File: src/rtl/systolic_pkg.sv
// Shared types and helpers for the systolic array feeder.
// Holds the feeder FSM encoding and the lane-slice function.
package systolic_pkg;

    localparam int MAX_N_SIZE    = 16;
    localparam int MAX_DATAWIDTH = 32;
    localparam int LANE_VEC_W    = MAX_N_SIZE * MAX_N_SIZE * MAX_DATAWIDTH;

    typedef enum logic [1:0] {
        IDLE     = 2'd0,
        STREAM   = 2'd1,
        FLUSH    = 2'd2,
        WAIT_RES = 2'd3
    } feeder_state_e;

    // Callers zero-extend their vector and truncate the result to dw bits.
    function automatic logic [MAX_DATAWIDTH-1:0] lane(
        input logic [LANE_VEC_W-1:0] vec,
        input int                    i,
        input int                    dw
    );
        logic [MAX_DATAWIDTH-1:0] mask;
        mask = {MAX_DATAWIDTH{1'b1}} >> (MAX_DATAWIDTH - dw);
        return MAX_DATAWIDTH'(vec >> (i * dw)) & mask;
    endfunction

endpackage

File: src/rtl/systolic_mat_store.sv
// Captured A/B matrix registers for the feeder.
// Presents column k of A and row k of B as packed lane vectors.
module systolic_mat_store
    import systolic_pkg::*;
#(
    parameter int DATAWIDTH = 16,
    parameter int N_SIZE    = 3,
    parameter int KW        = 2
) (
    input  logic                                clk,
    input  logic                                rst_n,
    input  logic                                load,
    input  logic [N_SIZE*N_SIZE*DATAWIDTH-1:0]  mat_a,
    input  logic [N_SIZE*N_SIZE*DATAWIDTH-1:0]  mat_b,
    input  logic [KW-1:0]                       k,
    output logic [N_SIZE*DATAWIDTH-1:0]         col_a,
    output logic [N_SIZE*DATAWIDTH-1:0]         row_b
);

    localparam int MW = N_SIZE * N_SIZE * DATAWIDTH;

    logic [MW-1:0] a_q;
    logic [MW-1:0] b_q;

    always_ff @(posedge clk or negedge rst_n) begin
        if (!rst_n) begin
            a_q <= '0;
            b_q <= '0;
        end else if (load) begin
            a_q <= mat_a;
            b_q <= mat_b;
        end
    end

    // Lane i carries A[i][k] and B[k][i].
    for (genvar i = 0; i < N_SIZE; i++) begin : g_lane
        assign col_a[i*DATAWIDTH +: DATAWIDTH] = DATAWIDTH'(
            lane(LANE_VEC_W'(a_q), i * N_SIZE + int'(k), DATAWIDTH));
        assign row_b[i*DATAWIDTH +: DATAWIDTH] = DATAWIDTH'(
            lane(LANE_VEC_W'(b_q), int'(k) * N_SIZE + i, DATAWIDTH));
    end

endmodule

File: src/rtl/systolic_feeder.sv
// Transmit-side feeder: stores one A/B pair, streams it into the
// systolic array, then counts result rows before accepting the next pair.
module systolic_feeder
    import systolic_pkg::*;
#(
    parameter int DATAWIDTH    = 16,
    parameter int N_SIZE       = 3,
    parameter int FLUSH_CYCLES = 2
) (
    input  logic                               clk,
    input  logic                               rst_n,
    input  logic                               s_valid,
    output logic                               s_ready,
    input  logic [N_SIZE*N_SIZE*DATAWIDTH-1:0] s_mat_a,
    input  logic [N_SIZE*N_SIZE*DATAWIDTH-1:0] s_mat_b,
    output logic                               arr_valid,
    output logic [N_SIZE*DATAWIDTH-1:0]        arr_a,
    output logic [N_SIZE*DATAWIDTH-1:0]        arr_b,
    input  logic                               arr_c_valid,
    output logic                               busy,
    output logic                               done,
    output logic                               err
);

    localparam int KW = $clog2(N_SIZE);
    localparam int RW = $clog2(N_SIZE + 1);
    localparam int FW = $clog2(N_SIZE + 1);

    localparam logic [KW-1:0] K_LAST   = KW'(N_SIZE - 1);
    localparam logic [RW-1:0] ROW_LAST = RW'(N_SIZE - 1);
    localparam logic [FW-1:0] F_LAST   =
        FW'((FLUSH_CYCLES == 0) ? 0 : FLUSH_CYCLES - 1);

    feeder_state_e state;

    logic [KW-1:0]              k;
    logic [RW-1:0]              row_cnt;
    logic [FW-1:0]              f_cnt;
    logic [N_SIZE*DATAWIDTH-1:0] col_a;
    logic [N_SIZE*DATAWIDTH-1:0] row_b;
    logic                       accept;
    logic                       last_row;

    assign accept   = (state == IDLE) && s_valid && s_ready;
    assign last_row = arr_c_valid && (state != IDLE) &&
                      (row_cnt == ROW_LAST);

    systolic_mat_store #(
        .DATAWIDTH (DATAWIDTH),
        .N_SIZE    (N_SIZE),
        .KW        (KW)
    ) u_store (
        .clk   (clk),
        .rst_n (rst_n),
        .load  (accept),
        .mat_a (s_mat_a),
        .mat_b (s_mat_b),
        .k     (k),
        .col_a (col_a),
        .row_b (row_b)
    );

    always_ff @(posedge clk or negedge rst_n) begin
        if (!rst_n) begin
            state     <= IDLE;
            k         <= '0;
            row_cnt   <= '0;
            f_cnt     <= '0;
            s_ready   <= 1'b1;
            arr_valid <= 1'b0;
            arr_a     <= '0;
            arr_b     <= '0;
            busy      <= 1'b0;
            done      <= 1'b0;
            err       <= 1'b0;
        end else begin
            done <= 1'b0;
            // The final result row wins over any remaining input cycles.
            if (last_row) begin
                state     <= IDLE;
                row_cnt   <= '0;
                done      <= 1'b1;
                s_ready   <= 1'b1;
                busy      <= 1'b0;
                arr_valid <= 1'b0;
                arr_a     <= '0;
                arr_b     <= '0;
            end else begin
                if (arr_c_valid && (state != IDLE)) begin
                    row_cnt <= row_cnt + RW'(1);
                end
                unique case (state)
                    IDLE: begin
                        arr_valid <= 1'b0;
                        arr_a     <= '0;
                        arr_b     <= '0;
                        if (arr_c_valid) begin
                            err <= 1'b1;
                        end
                        if (accept) begin
                            state   <= STREAM;
                            k       <= '0;
                            row_cnt <= '0;
                            s_ready <= 1'b0;
                            busy    <= 1'b1;
                        end
                    end
                    STREAM: begin
                        arr_valid <= 1'b1;
                        arr_a     <= col_a;
                        arr_b     <= row_b;
                        if (k == K_LAST) begin
                            k     <= '0;
                            f_cnt <= '0;
                            state <= (FLUSH_CYCLES > 0) ? FLUSH : WAIT_RES;
                        end else begin
                            k <= k + KW'(1);
                        end
                    end
                    FLUSH: begin
                        arr_valid <= 1'b1;
                        arr_a     <= '0;
                        arr_b     <= '0;
                        if (f_cnt == F_LAST) begin
                            state <= WAIT_RES;
                        end else begin
                            f_cnt <= f_cnt + FW'(1);
                        end
                    end
                    WAIT_RES: begin
                        arr_valid <= 1'b0;
                        arr_a     <= '0;
                        arr_b     <= '0;
                    end
                    default: state <= IDLE;
                endcase
            end
        end
    end

endmodule

File: config.mk
export PLATFORM = sky130hd
export DESIGN_NAME = systolic_feeder
export DESIGN_NICKNAME = d
export VERILOG_FILES = /design/src/rtl/systolic_pkg.sv /design/src/rtl/systolic_mat_store.sv /design/src/rtl/systolic_feeder.sv
export SDC_FILE = /design/constraint.sdc
export NUM_CORES = 1
export LEC_CHECK = 0
export CAP_MARGIN = 10
export CELL_PAD_IN_SITES_DETAIL_PLACEMENT = 2
export CELL_PAD_IN_SITES_GLOBAL_PLACEMENT = 2
export CORE_ASPECT_RATIO = 0.5
export CORE_MARGIN = 3
export CORE_UTILIZATION = 35
export DETAILED_ROUTE_END_ITERATION = 10
export GPL_ROUTABILITY_DRIVEN = 0
export PLACE_DENSITY_LB_ADDON = 0.1
export SYNTH_ARGS = -nofsm -noshare
export SYNTH_HDL_FRONTEND = slang
export SYNTH_HIERARCHICAL = 1
export SYNTH_SLANG_ARGS = --single-unit
File: constraint.sdc
create_clock -name clk -period 3 [get_ports clk]
set_clock_uncertainty 0.05 [all_clocks]
set_input_delay 0.6 -clock clk [delete_from_list [all_inputs] [get_ports clk]]
set_output_delay 0.6 -clock clk [all_outputs]
set_load 0.1 [all_outputs]
==> qor.yml, run 1 <==
sta:
  hold_viol: 0
  worst_slew_pin_slew_ns: 0.995
  period_share_pct: 93.6
  finalWorstSetupSlack_ns: 0.193
  relSlewSlack_pct: 33.7
  slew_viol_final: 0
  rsz0062_at_grt: "no"
  max_freq_ghz: 0.356
  hold-worst-slack_ns: 0.440
  fin_setup_tns_ns: 0
  period_minus_slack_ns: 2.81
  setup_viol: 0
clock_tree:
  holdBufCountCts: 1
  clkSinkCount: 397
  clk_pin_slew_ns: 0.06
  post_cts_resized: 0
  clk_latency_ns: 0.55
  post_cts_buffers: 0
  tritoncts: "done"
  htree_num_levels: 2
  clk_path_buf_depth: 3
  cts_inserted_buffers: 39
  cts_root_buf: "clkbuf_16"
detailed_routing:
  drt_first_pass_iters: 4
  post_drt_wl_per_cell_um: 26.0
  avgViaCountPerCell: 5.17
  ant_nets: 0
  top_layer_used: "met5"
  wl_met2_um: 33300
  wl_met3_um: 2120
  vias: 11949
  routed_wl_um: 60100
  first_iter_violations: 643
  drc: 0
  wl_met1_um: 23100
place:
  place_inst: 2236
  port_buffers: 392
  place_ws_ns: 0.280
  hpwlAfterDp_um: 42200
global_route:
  grt_pass1_wl_um: 91400
  antenna_found_initial: 12
  grt_overflow_total: 0
  grt_max_degree: 88
  grt_usage_pct: 22.1
  first_global_vias: 14154
yosys:
  synthArstFlopShare_pct: 100
  yosysWarnings: 6
  synth_area_leaders: "dfrtp_1 55%, mux2_2 19%, mux4_2 7.9%"
  synth_nets: 1528
  synth_enable_flop_cells: 0
  synth_top_cell_by_area: "dfrtp_1"
  synth_cell_type_count: 53
  ys_seq_elements: 397
  ys.flop_type: "dfrtp_1"
  syn_area_sq_um: 17900
  synth_top_area_share_pct: 55.4
  syn_inst: 1225
  ys_seq_area_share_pct: 55.6
  syn_avg_cell_area_sq_um: 14.6
finish:
  utilization_pct: 47.9
  final_cells: 2310
  drive_gt1_share_pct: 36.2
  fin_nets: 1903
  fillers: 4712
  area_growth_pct: 32.7
setup_path:
  arrival_ns: 3.24
  cp_data_required_time_ns: 3.43
  r2r-start: "k[0]"
  reg2reg_slack_ns: 0.19
  end_kind: "register"
  critPathMaxFanout: 16
  critPathLaunchType: "register"
  r2r-end: "arr_b[42]"
  reg2reg_depth: 7
  path_class: "register to register"
min_path:
  min_delay_path_depth: 2
  min_path_type: "register to register"
  hold_start: "s_ready"
  hold_path_end: "s_ready"
die:
  die_area_sq_um: 54000
  num_rows: 57
  io_pins: 393
  die_w_um: 326
  die_y_um: 166
  core_sq_um: 49500
  initial_utilization_pct: 36.1
power:
  p_per_area_nw_per_um2: 475
  ir_drop_mv: 0.270
  p_leak_nw: 11.8
run:
  cap_violations: 0
status:
  run_status: "finished, final reports clean"
routing by layer:
metal | track usage [%] | up-vias
met3 | 3.73 | 91
met5 | 0 | -
met4 | 6.55 | 4
li1 | - | 5227
met2 | 41.8 | 229
met1 | 25.5 | 6398
final cells by class:
type                            instances  area [sq um]  area share (%)
Antenna cell                            9          22.5          0.0950
Clock buffer                           56          1190            5.03
Clock inverter                          8           165           0.696
Inverter                               11          51.3           0.216
Multi-Input combinational cell        722          7380            31.1
Sequential cell                       397          9940            41.9
Tap cell                              678           848            3.58
Timing Repair Buffer                  429          4120            17.4
power breakdown:
group	switching [mW]	total (mW)	internal, mW
logic	0.186	0.538	0.352
registers	0.000326	5.35	5.35
clock network	2.20	5.38	3.18
total	2.38	11.3	8.88
cell usage after synthesis, drive strengths merged (2+ instances only):
cell	n
o221ai	2
and3	96
o22ai	16
mux4	64
nor2b	20
and2	3
clkbuf	31
a211o	2
nand3	4
inv	11
o31ai	15
o21ai	33
nor2	24
a211oi	3
buf	64
mux2i	33
a2111oi	2
o211ai	16
nand2b	4
ha	11
a21o	2
a21oi	3
dfrtp	396
nand2	40
mux2	319
registers in the layout, summed over array words and instances, names as in the netlist:
signal       flops
u_store/b_q    144
done             1
arr_valid        1
f_cnt            2
err              1
row_cnt          2
u_store/a_q    144
busy             1
arr_b           48
arr_a           48
k                2
s_ready          1
state            2
stage by stage:
step | total power [mW] | cell area, sq um
6_report | 11.3 | 23700
5_1_grt | 11.7 | 23700
4_1_cts | 11.4 | 23700
3_5_place_dp | 6.00 | 22300
3_3_place_gp | 5.99 | 22300
2_1_floorplan | 5.46 | 17900
kinds of logic (layout without fill, tap and decap cells):
kind of cell,after synthesis,in the layout,synth area share [%]
multiplexers,416,416,30.0
other,0,9,0
buffers and inverters,106,504,3.45
flip-flops,397,397,55.6
AO/OA/AOI/OAI,99,99,3.96
AND/OR/NAND/NOR,196,196,6.21
adder cells (fa/ha/maj),11,11,0.770
worst max path at each step:
stage                     start         to  cells past startpoint
after floorplan            k[0]  arr_b[34]                     10
after CTS                  k[0]  arr_b[42]                      7
after detailed placement   k[0]  arr_b[42]                      7
final                      k[0]  arr_b[42]                      7
after global routing       k[0]  arr_b[47]                      7
after global placement     k[1]  arr_b[42]                      6
cells in the final DEF (no fill, tap or decap), types with 3 or more instances in the layout:
cell and count:
o22ai_1 16, clkdlybuf4s50_1 290, clkbuf_8 11, clkbuf_16 41
o21ai_1 28, nand2b_1 3, nand3_1 3, o31ai_1 5
clkinv_2 3, inv_1 8, and2_1 3, buf_4 124
mux2i_1 33, nor2_1 24, and3_1 96, buf_12 13
nor2b_1 18, clkbuf_1 4, o211ai_1 16, a211oi_1 3
diode_2 9, mux2_1 20, o31ai_2 10, nand2_1 40
o21ai_0 5, mux2_2 298, mux4_2 63, ha_1 9
bufinv_16 5, dfrtp_1 394
worst max-delay path: stages (launching register included):
cell and delay, ns:
dfrtp_4 0.53, inv_1 0.16, ha_1 0.42, buf_4 0.26
nor3_4 0.68, o211ai_1 0.29, o31ai_2 0.13, and3_1 0.20
Note: power is estimated with default switching activity, not from simulation.
==> run 2: changes to the inputs <==
CORE_ASPECT_RATIO = 0.8   (was 0.5)
RECOVER_POWER = 100   (was not set)
==> qor.yml, run 2 (synthesis gave the netlist of run 1 again) <==
global_route:
  first_global_vias: 13443
  antenna_found_initial: 16
  grt_overflow_total: 0
  grt_pass1_wl_um: 94400
  grt_usage_pct: 23.8
  grt_max_degree: 82
sta:
  finalWorstSetupSlack_ns: 0.268
  period_minus_slack_ns: 2.73
  rsz0062_at_grt: "no"
  max_freq_ghz: 0.366
  worst_slew_pin_slew_ns: 1.48
  hold_viol: 0
  setup_viol: 0
  slew_viol_final: 0
  fin_setup_tns_ns: 0
  period_share_pct: 91.1
  relSlewSlack_pct: 1.19
finish:
  reg_top3: "u_store/a_q x144, u_store/b_q x144"
  fin_nets: 1902
  final_common_cell: "dfrtp_1"
  drive_gt1_share_pct: 29.5
  utilization_pct: 46.3
  stdcell_area_sq_um: 23200
  area_growth_pct: 29.7
  fillers: 4911
  layout_common_cells: "395 x dfrtp_1, 298 x mux2_2, 290 x clkdlybuf4s50_1, 114 x clkbuf_1, 96 x and3_1"
min_path:
  min_path_type: "register to register"
detailed_routing:
  drc: 0
  ant_nets: 0
  avgViaCountPerCell: 5.18
  post_drt_wl_per_cell_um: 27.7
  routed_wl_um: 64200
  first_iter_violations: 642
  vias: 12013
  drt_first_pass_iters: 4
place:
  dpl_cell_area_sq_um: 22300
  hpwlAfterDp_um: 46300
  port_buffers: 392
  place_ws_ns: 0.317
clock_tree:
  tritoncts: "done"
  clk_latency_ns: 0.58
  post_cts_buffers: 0
  clk_pin_slew_ns: 0.06
  clkSinkCount: 397
  htree_num_levels: 2
  cts_root_buf: "clkbuf_16"
  clk_path_buf_depth: 3
  cts_inserted_buffers: 44
setup_path:
  path_class: "register to register"
  reg2reg_slack_ns: 0.27
  cp_data_required_time_ns: 3.41
  critPathMaxFanout: 51
  arrival_ns: 3.14
  critPathLaunchType: "register"
  end_kind: "register"
die:
  die_y_um: 208
  initial_utilization_pct: 35.7
  io_pins: 393
  core_sq_um: 50100
  num_rows: 73
  die_area_sq_um: 53900
  die_w_um: 259
status:
  run_status: "finished, final reports clean"
power:
  finalPower_mw: 11.4
  p_per_area_nw_per_um2: 492
  ir_drop_mv: 0.375
  p_leak_nw: 11.3
run:
  cap_violations: 0
## run 2: cell types whose count changed in the layout (fill, tap and decap cells not counted), moves of 2 or more
cell,previous run,this run
buf_4,124,13
clkbuf_1,4,114
buf_12,13,3
clkbuf_16,41,46
clkinv_2,3,8
clkbuf_2,0,4
clkbuf_4,0,4
bufinv_16,5,2
clkinvlp_4,0,2
## run 2: layout make-up
type | instances | area (sq um) | area share, %
Sequential cell | 397 | 9940 | 42.8
Multi-Input combinational cell | 722 | 7320 | 31.6
Timing Repair Buffer | 423 | 3550 | 15.3
Clock buffer | 66 | 1340 | 5.76
Tap cell | 675 | 845 | 3.64
Clock inverter | 13 | 131 | 0.566
Inverter | 11 | 51.3 | 0.221
Antenna cell | 10 | 25.0 | 0.108
## run 2: per-layer routing
layer | track usage [%] | vias to the layer above | part of all wire, %
met5 | 0 | - | 0.092
met4 | 5.75 | 10 | 1.7
met3 | 5.25 | 68 | 6.3
met2 | 35.8 | 265 | 46
met1 | 35.0 | 6426 | 46
li1 | - | 5244 | -
## run 2: power by group
group	internal, mW	total (mW)	switching (mW)
Clock	3.25	5.53	2.28
Combinational	0.339	0.536	0.197
Sequential	5.36	5.36	0.000342
## run 2: what timing repair did
| action | CTS | global route |
|---|---|---|
| hold endpoints to repair | 57 | 0 |
| resized for setup | 0 | 0 |
| hold buffers | 1 | 0 |
## run 2: path summary, 6_finish.rpt
kind | endpoint | startpoint | cells after the start
worst min-delay path | err | err | 1
worst max register to register | u_store/b_q[50] | state[0] | 6
max in group asynchronous | u_store/a_q[34] | rst_n | 3
worst min register to register | err | err | 1
worst max-delay path | u_store/b_q[50] | state[0] | 6
min in group asynchronous | u_store/b_q[135] | rst_n | 2
## run 2: metrics by stage
stage                     hold WS, ns  cells
final                           0.427   2317
after floorplan                 0.254   1225
after global routing            0.463   2313
after CTS                       0.431   2307
after global placement          0.405   2227
after detailed placement        0.415   2227
## run 2: critical path, cell delays in order, from the launching register on
cell,delay (ns)
dfrtp_1,0.45
inv_1,0.14
ha_1,0.25
nand3_1,0.40
inv_8,0.25
buf_4,0.59
mux2_2,0.43
==> run 3: changes to the inputs <==
CORE_MARGIN = not set   (was 3)
CTS_BUF_LIST = sky130_fd_sc_hd__clkbuf_8   (was not set)
==> qor.yml, run 3 (synthesis gave the netlist of run 1 again) <==
power:
  ir_drop_mv: 0.229
  p_leak_nw: 11.4
  p_per_area_nw_per_um2: 468
  finalPower_mw: 10.9
die:
  io_pins: 393
  die_area_sq_um: 52000
  core_sq_um: 50100
  die_y_um: 204
  num_rows: 73
  initial_utilization_pct: 35.7
  die_w_um: 255
clock_tree:
  tritoncts: "done"
  clk_latency_ns: 0.63
  post_cts_resized: 0
  clkSinkCount: 397
  clk_pin_slew_ns: 0.06
  holdBufCountCts: 1
  post_cts_buffers: 0
  clk_path_buf_depth: 3
  htree_num_levels: 3
  cts_inserted_buffers: 71
  cts_root_buf: "clkbuf_8"
detailed_routing:
  avgViaCountPerCell: 5.17
  drt_first_pass_iters: 4
  drc: 0
  routed_wl_um: 63400
  first_iter_violations: 604
  post_drt_wl_per_cell_um: 26.8
  ant_nets: 0
  vias: 12223
setup_path:
  path_class: "register to register"
  end_kind: "register"
  critPathLaunchType: "register"
  critPathMaxFanout: 49
  reg2reg_slack_ns: 0.26
  cp_data_required_time_ns: 3.46
  arrival_ns: 3.20
global_route:
  grt_pass1_wl_um: 93000
  grt_overflow_total: 0
  grt_usage_pct: 24.8
  grt_max_degree: 71
  first_global_vias: 13580
  antenna_found_initial: 18
sta:
  worst_slew_pin_slew_ns: 1.39
  max_freq_ghz: 0.365
  setup_viol: 0
  period_share_pct: 91.4
  relSlewSlack_pct: 7.43
  slew_viol_final: 0
  period_minus_slack_ns: 2.74
  rsz0062_at_grt: "no"
  hold_viol: 0
  fin_setup_tns_ns: 0
finish:
  fin_nets: 1938
  utilization_pct: 46.5
  stdcell_area_sq_um: 23300
  final_cells: 2363
  final_common_cell: "dfrtp_1"
  area_growth_pct: 30.2
  layout_common_cells: "395 x dfrtp_1, 298 x mux2_2, 290 x clkdlybuf4s50_1, 106 x clkbuf_1, 96 x and3_1"
  reg_top3: "u_store/a_q x144, u_store/b_q x144"
  drive_gt1_share_pct: 30.5
place:
  dpl_cell_area_sq_um: 22400
  place_inst: 2236
  hpwlAfterDp_um: 46000
  port_buffers: 392
min_path:
  min_path_type: "register to register"
status:
  run_status: "finished, final reports clean"
run:
  cap_violations: 0
run 3: cell count changes in the layout (fill, tap and decap cells not counted), sizes merged:
cell	change
clkbuf	+31
bufinv	-2
inv	+24
clkinv	-7
clkinvlp	-2
buf	+4
diode	-2
run 3: through the flow:
| stage | hold slack (ns) | setup WS (ns) |
|---|---|---|
| 6_report | 0.437 | 0.258 |
| 5_1_grt | 0.446 | 0.113 |
| 4_1_cts | 0.369 | 0.315 |
| 3_5_place_dp | 0.442 | 0.328 |
| 3_3_place_gp | 0.426 | 0.394 |
| 2_1_floorplan | 0.254 | 0.766 |
run 3: routing by layer:
| layer | share of wire [%] | vias to the layer above | track usage [%] |
|---|---|---|---|
| li1 | - | 5324 | - |
| met1 | 48 | 6500 | 36.6 |
| met2 | 45 | 301 | 36.3 |
| met3 | 5.4 | 90 | 5.68 |
| met4 | 1.7 | 8 | 6.91 |
| met5 | 0.076 | - | 0 |
run 3: worst max-delay path, stage by stage (launching register included):
cell      delay [ns]
dfrtp_1         0.39
inv_1           0.17
ha_1            0.27
nand3_1         0.39
inv_8           0.51
clkbuf_2        0.39
mux2_2          0.39
run 3: power breakdown:
group,total (mW),switching [mW],leakage [nW],internal (mW)
sequential,5.36,0.000356,5.52,5.36
combinational,0.543,0.194,5.10,0.349
clock,4.99,2.27,0.797,2.71
total,10.9,2.47,11.4,8.42
run 3: layout make-up:
cell class | instances | area [sq um]
repair buffers | 432 | 3750
fillers | 4975 | 26800
multi-input cells | 722 | 7310
inverters | 11 | 51.3
clock inverters | 26 | 100
diodes | 8 | 20.0
clock buffers | 92 | 1270
flip-flops and latches | 397 | 9940
well taps | 675 | 845
run 3: final timing paths:
kind,end,startpoint,cells after the start
max,u_store/a_q[64],state[1],6
min,s_ready,s_ready,2
max reg2reg,u_store/a_q[64],state[1],6
min reg2reg,s_ready,s_ready,2
max in group asynchronous,u_store/b_q[35],rst_n,3
min in group asynchronous,u_store/a_q[113],rst_n,2
